**config.mk**
```make
export PLATFORM = sky130hd
export DESIGN_NAME = mem_ctrl_flat
export DESIGN_NICKNAME = d
export VERILOG_FILES = /design/src/rtl/mem_ctrl_if.sv /design/src/rtl/mem_ctrl.sv /design/src/flat_wrapper.sv
export SDC_FILE = /design/constraint.sdc
export NUM_CORES = 1
export LEC_CHECK = 0
export BUFFER_PORTS_ARGS = -buffer_cell sky130_fd_sc_hd__buf_2
export CORE_ASPECT_RATIO = 1.75
export CORE_MARGIN = 10
export CORE_UTILIZATION = 49
export DETAILED_ROUTE_END_ITERATION = 6
export PLACE_DENSITY_LB_ADDON = 0.05
export REMOVE_ABC_BUFFERS = 1
export SYNTH_ARGS = -nofsm -noshare
export SYNTH_HDL_FRONTEND = slang
export SYNTH_SLANG_ARGS = --single-unit
```
**constraint.sdc**
```tcl
create_clock -name i_clk -period 4.5 [get_ports i_clk]
set_input_delay 0.9 -clock i_clk [delete_from_list [all_inputs] [get_ports i_clk]]
set_output_delay 0.9 -clock i_clk [all_outputs]
set_load 0.01 [all_outputs]
```
**src/rtl/mem_ctrl_if.sv**
```systemverilog
// mem_ctrl_if: CPU request/response and RAM port bundle for mem_ctrl.
// master = CPU plus RAM side (the environment), slave = the controller.
interface mem_ctrl_if #(
    parameter int ADDR_SIZE = 16,
    parameter int DATA_SIZE = 16
);
    logic                 req;
    logic                 rw;
    logic [ADDR_SIZE-1:0] mar_in;
    logic [DATA_SIZE-1:0] mdr_in;
    logic [DATA_SIZE-1:0] mdr_out;
    logic                 ready;
    logic                 busy;
    logic                 ram_we;
    logic [ADDR_SIZE-1:0] ram_addr;
    logic [DATA_SIZE-1:0] ram_din;
    logic [DATA_SIZE-1:0] ram_dout;

    modport master (
        output req, rw, mar_in, mdr_in, ram_dout,
        input  mdr_out, ready, busy, ram_we, ram_addr, ram_din
    );
    modport slave (
        input  req, rw, mar_in, mdr_in, ram_dout,
        output mdr_out, ready, busy, ram_we, ram_addr, ram_din
    );
endinterface

```
**src/rtl/mem_ctrl.sv**
```systemverilog
// mem_ctrl: LC-3 style RAM access sequencer (IDLE -> SETUP -> ACCESS x N -> DONE).
// All outputs come straight from registers so RAM_WE and the address are glitch-free.
module mem_ctrl #(
    parameter int ADDR_SIZE   = 16,
    parameter int DATA_SIZE   = 16,
    parameter int WAIT_CYCLES = 2
) (
    input  logic         i_clk,
    input  logic         i_rst_n,
    mem_ctrl_if.slave    bus
);
    localparam int WC = (WAIT_CYCLES == 0) ? 1 : WAIT_CYCLES;
    localparam int CW = $clog2(WC + 1);

    typedef enum logic [1:0] {IDLE, SETUP, ACCESS, DONE} state_t;

    state_t               r_state, w_next;
    logic [CW-1:0]        r_cnt, w_cnt;
    logic                 r_wr, r_we, w_we;
    logic [ADDR_SIZE-1:0] r_addr;
    logic [DATA_SIZE-1:0] r_din, r_mdr;
    logic                 w_accept, w_capture;

    assign w_accept  = (r_state == IDLE) && bus.req;
    assign w_capture = (r_state == ACCESS) && (r_cnt == CW'(1)) && !r_wr;

    always_comb begin
        w_next = r_state;
        w_cnt  = r_cnt;
        w_we   = 1'b0;
        case (r_state)
            IDLE:   w_next = bus.req ? SETUP : IDLE;
            SETUP: begin
                w_next = ACCESS;
                w_cnt  = CW'(WC);
                w_we   = r_wr;
            end
            ACCESS: begin
                // RAM_WE stays up for every ACCESS cycle except the one after the last edge
                w_next = (r_cnt == CW'(1)) ? DONE : ACCESS;
                w_cnt  = (r_cnt == CW'(1)) ? r_cnt : r_cnt - CW'(1);
                w_we   = (r_cnt == CW'(1)) ? 1'b0 : r_wr;
            end
            default: w_next = IDLE;
        endcase
    end

    always_ff @(posedge i_clk or negedge i_rst_n) begin
        if (!i_rst_n) begin
            r_state <= IDLE;
            r_cnt   <= '0;
            r_we    <= 1'b0;
            r_wr    <= 1'b0;
            r_addr  <= '0;
            r_din   <= '0;
            r_mdr   <= '0;
        end else begin
            r_state <= w_next;
            r_cnt   <= w_cnt;
            r_we    <= w_we;
            if (w_accept) begin
                r_addr <= bus.mar_in;
                r_din  <= bus.mdr_in;
                r_wr   <= bus.rw;
            end
            if (w_capture)
                r_mdr <= bus.ram_dout;
        end
    end

    assign bus.busy     = r_state != IDLE;
    assign bus.ready    = r_state == DONE;
    assign bus.ram_we   = r_we;
    assign bus.ram_addr = r_addr;
    assign bus.ram_din  = r_din;
    assign bus.mdr_out  = r_mdr;
endmodule
```
**src/flat_wrapper.sv**
```systemverilog
// flat-port wrapper written by rule: the top's interface ports become plain ports
module mem_ctrl_flat 
#(
    parameter int ADDR_SIZE   = 16,
    parameter int DATA_SIZE   = 16,
    parameter int WAIT_CYCLES = 2
)
  (i_clk, i_rst_n, bus_req, bus_rw, bus_mar_in, bus_mdr_in, bus_ram_dout, bus_mdr_out, bus_ready, bus_busy, bus_ram_we, bus_ram_addr, bus_ram_din);
  mem_ctrl_if #(.ADDR_SIZE(ADDR_SIZE), .DATA_SIZE(DATA_SIZE)) bus_i ();
  input  logic i_clk;
  input  logic i_rst_n;
  input wire logic [$bits(bus_i.req)-1:0] bus_req;
  input wire logic [$bits(bus_i.rw)-1:0] bus_rw;
  input wire logic [$bits(bus_i.mar_in)-1:0] bus_mar_in;
  input wire logic [$bits(bus_i.mdr_in)-1:0] bus_mdr_in;
  input wire logic [$bits(bus_i.ram_dout)-1:0] bus_ram_dout;
  output wire logic [$bits(bus_i.mdr_out)-1:0] bus_mdr_out;
  output wire logic [$bits(bus_i.ready)-1:0] bus_ready;
  output wire logic [$bits(bus_i.busy)-1:0] bus_busy;
  output wire logic [$bits(bus_i.ram_we)-1:0] bus_ram_we;
  output wire logic [$bits(bus_i.ram_addr)-1:0] bus_ram_addr;
  output wire logic [$bits(bus_i.ram_din)-1:0] bus_ram_din;
  assign bus_i.req = bus_req;
  assign bus_i.rw = bus_rw;
  assign bus_i.mar_in = bus_mar_in;
  assign bus_i.mdr_in = bus_mdr_in;
  assign bus_i.ram_dout = bus_ram_dout;
  assign bus_mdr_out = bus_i.mdr_out;
  assign bus_ready = bus_i.ready;
  assign bus_busy = bus_i.busy;
  assign bus_ram_we = bus_i.ram_we;
  assign bus_ram_addr = bus_i.ram_addr;
  assign bus_ram_din = bus_i.ram_din;
  mem_ctrl #(.ADDR_SIZE(ADDR_SIZE), .DATA_SIZE(DATA_SIZE), .WAIT_CYCLES(WAIT_CYCLES)) u_core (.i_clk(i_clk), .i_rst_n(i_rst_n), .bus(bus_i));
endmodule
```
==> key figures, run 1 <==
Route
  – Max Used Layer: met4
  – Met3 WL: 506 microns
  – Routed WL: 5.15 mm
  – Initial DRC count: 38
  – Vias per cell: 4.89
  – WL met1: 1.85 mm
  – Detailed Routing Iterations Pass 1: 3
  – Antenna Nets Post-Route: 0
  – Total number of vias: 1374
  – Metal2 WL: 2.72 mm
  – WL/cell: 18.3 microns
  – DRC Markers: 0

STA
  – RSZ-0062 raised after global routing: no
  – FMAX: 478 MHz
  – Final setup violation count: 0
  – Final Hold Fails: 0
  – Fin crit share: 46.5%
  – Final Max Slew Viols: 0
  – Relative slew slack: 23.4%
  – Fin crit period: 2090 ps
  – Worst slew pin tran: 1150 ps
  – Post-Route Setup TNS: 0 ps
  – Final Skew: 11.3 ps

Die
  – Row count: 31
  – IO Pins: 103
  – Core Footprint: 4190 sq um
  – Chip width: 69.8 microns
  – Die area: 7480 sq um
  – Die H: 107 microns
  – Starting Density: 50.8%

Critical path
  – FF-to-FF Start: u_core.r_state[0]$_DFF_PN0_
  – Critical Path AT: 1190 ps
  – CP Max Fanout: 3
  – Crit start category: flop
  – R2R Setup Slk: 2830 ps
  – Crit path kind: flop to output port
  – Critical Path RT: 3600 ps
  – CP startpoint: u_core.r_state[0]$_DFF_PN0_
  – Crit. End Element: output port

Final layout
  – FF/Latch Area: 1350 sq um
  – Layout cell share with drive strength beyond 1: 68.1%
  – Fill count: 324
  – Antenna diodes: 0
  – Nets: 289
  – Area Overhead vs Synth: 29.6%
  – Area occupied by multi-input gates: 734 sq um

Logic synthesis
  – Post-synthesis average cell area: 16.9 sq um
  – #FFs+latches synth: 54
  – Area contributors post-synth: dfrtp_1 (64%), mux2_2 (21%), mux2_4 (7.1%)
  – Netlist area before placement: 2130 sq um
  – Netlist cell types: 16
  – FFs w/ async S/R, synth: 100%
  – Count leader, synth: dfrtp_1
  – Seq/Total Area, Yosys: 63.5%
  – Post-synth EDFFs: 0
  – Synth Flop Type: dfrtp_1
  – Post-synth top cells: dfrtp_1 (54), mux2_2 (39), mux2_4 (10)
  – Synthesized instance count: 126
  – Area leader, netlist: dfrtp_1
  – Top cell type's share of synthesized area: 63.5%
  – Warnings, synthesis: 0

Clock tree
  – # H-tree levels: 2
  – Clock Latency Late Sink: 300 ps
  – TritonCTS clock tree: built
  – Hold-fix buffers, CTS: 0
  – Clock Tree Buf Depth: 2
  – Worst-path clk slew: 90 ps
  – CTS root buffer: clkbuf_8
  – Num CTS Buffers: 5
  – CTS resizes: 0
  – Post-CTS Setup Bufs: 0
  – CTS Sinks: 54

Pwr
  – Max IR drop VDD: 0.000419 V
  – LEAKAGE: 1.46 nW
  – Total Power: 1.97 mW
  – PwrDens: 714 nW/um^2

GRT
  – Initial antenna violation count: 0
  – Vias in the first global route: 1617
  – GRT Overall Usage: 13.8%
  – First-pass GRT wire length: 8.35 mm
  – Grt ovf: 0
  – Pin count of the biggest net entering global routing: 55

Status
  – Outcome: finished, final reports clean

Hold path
  – Worst hold start: u_core.r_cnt[0]$_DFFE_PN0P_
  – Hold WC Path Type: flop to flop

Placement
  – Placer Congestion: 0.718
  – DP Wirelength: 4.13 mm
  – Buffers on Ports: 102

Job
  – Max_cap viols: 0
## kinds of logic after synthesis
| kind of cell | count (synthesis) | synth area share (%) |
|---|---|---|
| mux | 50 | 28.2 |
| flops | 54 | 63.5 |
| compound gates | 4 | 1.47 |
| buf+inv | 8 | 1.94 |
| simple gates | 5 | 1.94 |
| fa+ha+maj | 5 | 2.94 |
## where the power goes
group / total, mW / leakage [nW] / switching [mW] / internal, mW
logic: 0.865 / 0.785 / 0.405 / 0.460
registers: 0.854 / 0.636 / 0.121 / 0.733
clock network: 0.249 / 0.0383 / 0.141 / 0.107
total: 1.97 / 1.46 / 0.668 / 1.30
## sequential cells by signal, indices dropped and copies added, names as in the netlist
| register | flops |
|---|---|
| u_core.bus.ram_addr | 16 |
| u_core.bus.ram_we | 1 |
| u_core.bus.ram_din | 16 |
| u_core.r_cnt | 2 |
| u_core.bus.mdr_out | 16 |
| u_core.r_wr | 1 |
| u_core.r_state | 2 |
## path summary, 6_finish.rpt
| kind | cells past startpoint | to |
|---|---|---|
| worst max-delay path | 4 | bus_busy |
| worst min-delay path | 1 | u_core.r_cnt[0]$_DFFE_PN0P_ |
| worst max register to register | 5 | u_core.bus.ram_addr[7]$_DFFE_PN0P_ |
| worst min register to register | 1 | u_core.r_cnt[0]$_DFFE_PN0P_ |
| max in group asynchronous | 1 | u_core.bus.ram_addr[0]$_DFFE_PN0P_ |
| min in group asynchronous | 1 | u_core.bus.mdr_out[0]$_DFFE_PN0P_ |
## layer usage
metal / global-route usage [%] / vias up
li1: - / 644
met2: 24.3 / 68
met4: 4.67 / 0
met1: 14.0 / 657
met5: 0 / -
met3: 6.28 / 5
## layout by cell type (no fill, tap or decap), types with 2 or more instances in the layout
cell type  synthesis  routed
buf_2              3     102
dfrtp_1           54      54
mux2_2            39      39
mux2_4            10      10
ha_1               5       5
clkbuf_8           0       5
inv_1              4       4
nand2_1            2       2
clkbuf_1           0       2
## metrics by stage
stage          setup WS (ps)  utilization [%]  cell area (sq um)  instances  hold WS [ps]
6_report                2410             65.8               2760        281           505
5_1_grt                 2320             65.8               2760        281           517
4_1_cts                 2400             65.8               2760        281           509
3_5_place_dp            2530             64.0               2680        274           488
3_3_place_gp            2580             64.0               2680        274           466
2_1_floorplan           2350                -               2100        122           457
## worst max-delay path, cell delays in order (launching register included)
cell and delay, ps:
dfrtp_1 420, inv_1 90, ha_1 190, inv_1 50, buf_2 130
## layout make-up
cell class	count	share of cell area, %
Clock buffer	7	2.77
Inverter	4	0.545
Multi-Input combinational cell	64	26.6
Sequential cell	54	49.0
Tap cell	49	2.22
Timing Repair Buffer	103	18.8
Power figures use the tool's default switching activity.
==> run 2, diff against run 1 <==
--- a/config.mk
+++ b/config.mk
@@ -5,10 +5,11 @@
 export SDC_FILE = /design/constraint.sdc
 export NUM_CORES = 1
 export LEC_CHECK = 0
+export ABC_AREA = 1
 export BUFFER_PORTS_ARGS = -buffer_cell sky130_fd_sc_hd__buf_2
 export CORE_ASPECT_RATIO = 1.75
 export CORE_MARGIN = 10
-export CORE_UTILIZATION = 49
+export CORE_UTILIZATION = 46
 export DETAILED_ROUTE_END_ITERATION = 6
 export PLACE_DENSITY_LB_ADDON = 0.05
 export REMOVE_ABC_BUFFERS = 1
==> constraint.sdc (replaced) <==
create_clock -name i_clk -period 2.05 [get_ports i_clk]
set_input_delay 0.41 -clock i_clk [delete_from_list [all_inputs] [get_ports i_clk]]
set_output_delay 0.41 -clock i_clk [all_outputs]
set_load 0.01 [all_outputs]
==> key figures, run 2 <==
Status
  – Outcome: finished, final reports clean

Critical path
  – CP Max Fanout: 5 (+2)
  – Critical Path RT: 1640 ps (-1960 ps)
  – Crit start category: flop
  – Crit path kind: flop to output port
  – Critical-path cell list: inv_1 -> ha_1 -> inv_1 -> buf_2
  – CP max stage delay: 420 ps (about the same)
  – Most common cell on crit path: inv_1
  – Crit. End Element: output port
  – Critical Path AT: 1250 ps (+60 ps)
  – CP max stage cell: dfrtp_1

STA
  – Relative slew slack: 59.7% (+36 points)
  – Final setup violation count: 0 (unchanged)
  – FMAX: 601 MHz
  – Final Hold Fails: 0 (unchanged)
  – Fin crit share: 81.1%
  – Post-Route Setup TNS: 0 ps (unchanged)
  – Fin worst setup slack: 387 ps (-2020 ps)
  – Final Max Slew Viols: 0 (unchanged)
  – Fin crit period: 1660 ps
  – Worst slew pin tran: 603 ps (-546 ps)
  – Hold WS: 84.8 ps (-421 ps)
  – RSZ-0062 raised after global routing: no
  – Final Skew: 12.4 ps (+1.02 ps)

Pwr
  – PwrDens: 1520 nW/um^2 (+110%)
  – Max IR drop VDD: 0.000864 V (+110%)
  – LEAKAGE: 1.66 nW (+14%)
  – Total Power: 4.32 mW (+120%)

Die
  – Die H: 111 microns (+3.6%)
  – Starting Density: 47.1% (-3.7 points)
  – IO Pins: 103 (unchanged)
  – Core Footprint: 4620 sq um (+10%)
  – Chip width: 72.0 microns (+3.1%)
  – Die area: 7990 sq um (+6.8%)
  – Row count: 33 (+6.5%)

Clock tree
  – Hold-fix buffers, CTS: 0 (unchanged)
  – Clock Tree Buf Depth: 2 (unchanged)
  – CTS root buffer: clkbuf_8
  – Worst-path clk slew: 100 ps (about the same)
  – Post-CTS Setup Bufs: 0 (unchanged)
  – CTS Sinks: 54 (unchanged)
  – TritonCTS clock tree: built
  – Num CTS Buffers: 5 (unchanged)
  – Clock Latency Late Sink: 300 ps (about the same)
  – CTS resizes: 0 (unchanged)
  – # H-tree levels: 2 (unchanged)

Logic synthesis
  – Synthesized instance count: 242 (+92%)
  – FFs w/ async S/R, synth: 100% (unchanged)
  – Netlist area before placement: 2180 sq um (+2.3%)
  – #FFs+latches synth: 54 (unchanged)
  – Post-synthesis average cell area: 8.99 sq um (-47%)
  – Post-synth EDFFs: 0 (unchanged)
  – Netlist cell types: 13 (-3)
  – Top cell type's share of synthesized area: 62.1% (-1.4 points)
  – Area leader, netlist: dfrtp_1
  – Count leader, synth: nand2_1
  – Seq/Total Area, Yosys: 62.1% (-1.4 points)
  – Post-synth top cells: nand2_1 (119), dfrtp_1 (54), nand3_1 (34)
  – Area contributors post-synth: dfrtp_1 (62%), nand2_1 (21%), nand3_1 (7.8%)
  – Synth Flop Type: dfrtp_1
  – Warnings, synthesis: 0 (unchanged)

Placement
  – Buffers on Ports: 102 (unchanged)
  – Worst slack at placement: 453 ps (-2080 ps)
  – Area post-placement: 2750 sq um (+2.5%)
  – DP Wirelength: 4.37 mm (+5.8%)
  – Placer Congestion: 0.718 (about the same)
  – DP Cell Count: 389 (+42%)

GRT
  – Initial antenna violation count: 0 (unchanged)
  – First-pass GRT wire length: 9.67 mm (+16%)
  – GRT Overall Usage: 14.5% (+0.76 points)
  – Vias in the first global route: 1973 (+22%)
  – Grt ovf: 0 (unchanged)
  – Pin count of the biggest net entering global routing: 55 (unchanged)

Final layout
  – Nets: 401 (+39%)
  – Layout Cells excl Fill: 397 (+41%)
  – Commonest non-fill, non-tap cell in the layout: nand2_1
  – Fill count: 435 (+34%)
  – FF/Latch Area: 1350 sq um (unchanged)
  – Area occupied by multi-input gates: 732 sq um (-0.34%)
  – Final Util: 61.4% (-4.4 points)
  – Layout cell share with drive strength beyond 1: 34.2% (-34 points)
  – Commonest cells after routing, fill and taps aside: nand2_1 (119), buf_2 (102), dfrtp_1 (54), nand3_1 (34), inv_1 (8)
  – Antenna diodes: 0 (unchanged)
  – Post-Layout Inst Area: 2840 sq um (+3.0%)
  – Area Overhead vs Synth: 30.4%

Route
  – Total number of vias: 1880 (+37%)
  – Routed WL: 5.66 mm (+10%)
  – Detailed Routing Iterations Pass 1: 4 (+1)
  – Antenna Nets Post-Route: 0 (unchanged)
  – WL/cell: 14.3 microns (-22%)
  – Initial DRC count: 64 (+68%)
  – Vias per cell: 4.74 (-3.2%)
  – DRC Markers: 0 (unchanged)

Hold path
  – Hold WC Path Type: input pin to asynchronous set/reset pin

Job
  – Max_cap viols: 0 (unchanged)
[run 2: path summary, 6_finish.rpt]
kind / startpoint / end / slack (ps) / cells past startpoint
setup / recovery: u_core.r_state[0]$_DFF_PN0_ / bus_busy / 390 / 4
hold / removal: i_rst_n / u_core.bus.ram_addr[10]$_DFFE_PN0P_ / 80 / 2
setup reg to reg: u_core.r_state[0]$_DFF_PN0_ / u_core.bus.mdr_out[8]$_DFFE_PN0P_ / 440 / 5
hold reg to reg: u_core.bus.ram_din[8]$_DFFE_PN0P_ / u_core.bus.ram_din[8]$_DFFE_PN0P_ / 470 / 2
max in group asynchronous: i_rst_n / u_core.r_wr$_DFFE_PN0P_ / 1710 / 2
min in group i_clk: bus_ram_dout[12] / u_core.bus.mdr_out[12]$_DFFE_PN0P_ / 300 / 3
[run 2: cells by family after synthesis]
group / synth area share (%)
fa+ha+maj: 2.88
flops: 62.1
buf+inv: 4.25
simple gates: 30.1
compound gates: 0.690
[run 2: where the power goes]
part | internal (mW) | switching (mW) | leakage, nW | total, mW
Clock | 0.273 | 0.327 | 0.0482 | 0.601
Sequential | 1.58 | 0.263 | 0.648 | 1.84
Combinational | 0.755 | 1.13 | 0.964 | 1.88
[run 2: area by class of cell]
class	instances	share of cell area, %
multi-input combinational	167	25.8
clock inverter	1	0.176
inverter	8	1.06
tap	52	2.29
timing repair buffer	108	20.0
clock buffer	7	3.04
sequential	54	47.6
[run 2: critical path: cells and delay by family (launching register included)]
| kind | cells | cell delay (ps) |
|---|---|---|
| flops | 1 | 420 |
| fa+ha+maj | 1 | 250 |
| buf+inv | 3 | 290 |
[run 2: layer usage]
metal / up-vias / global-route usage [%] / share of wire [%]
li1: 952 / - / -
met5: - / 0 / 0
met3: 8 / 6.45 / 10
met4: 0 / 4.93 / 1.6
met1: 843 / 16.2 / 40
met2: 77 / 23.6 / 48
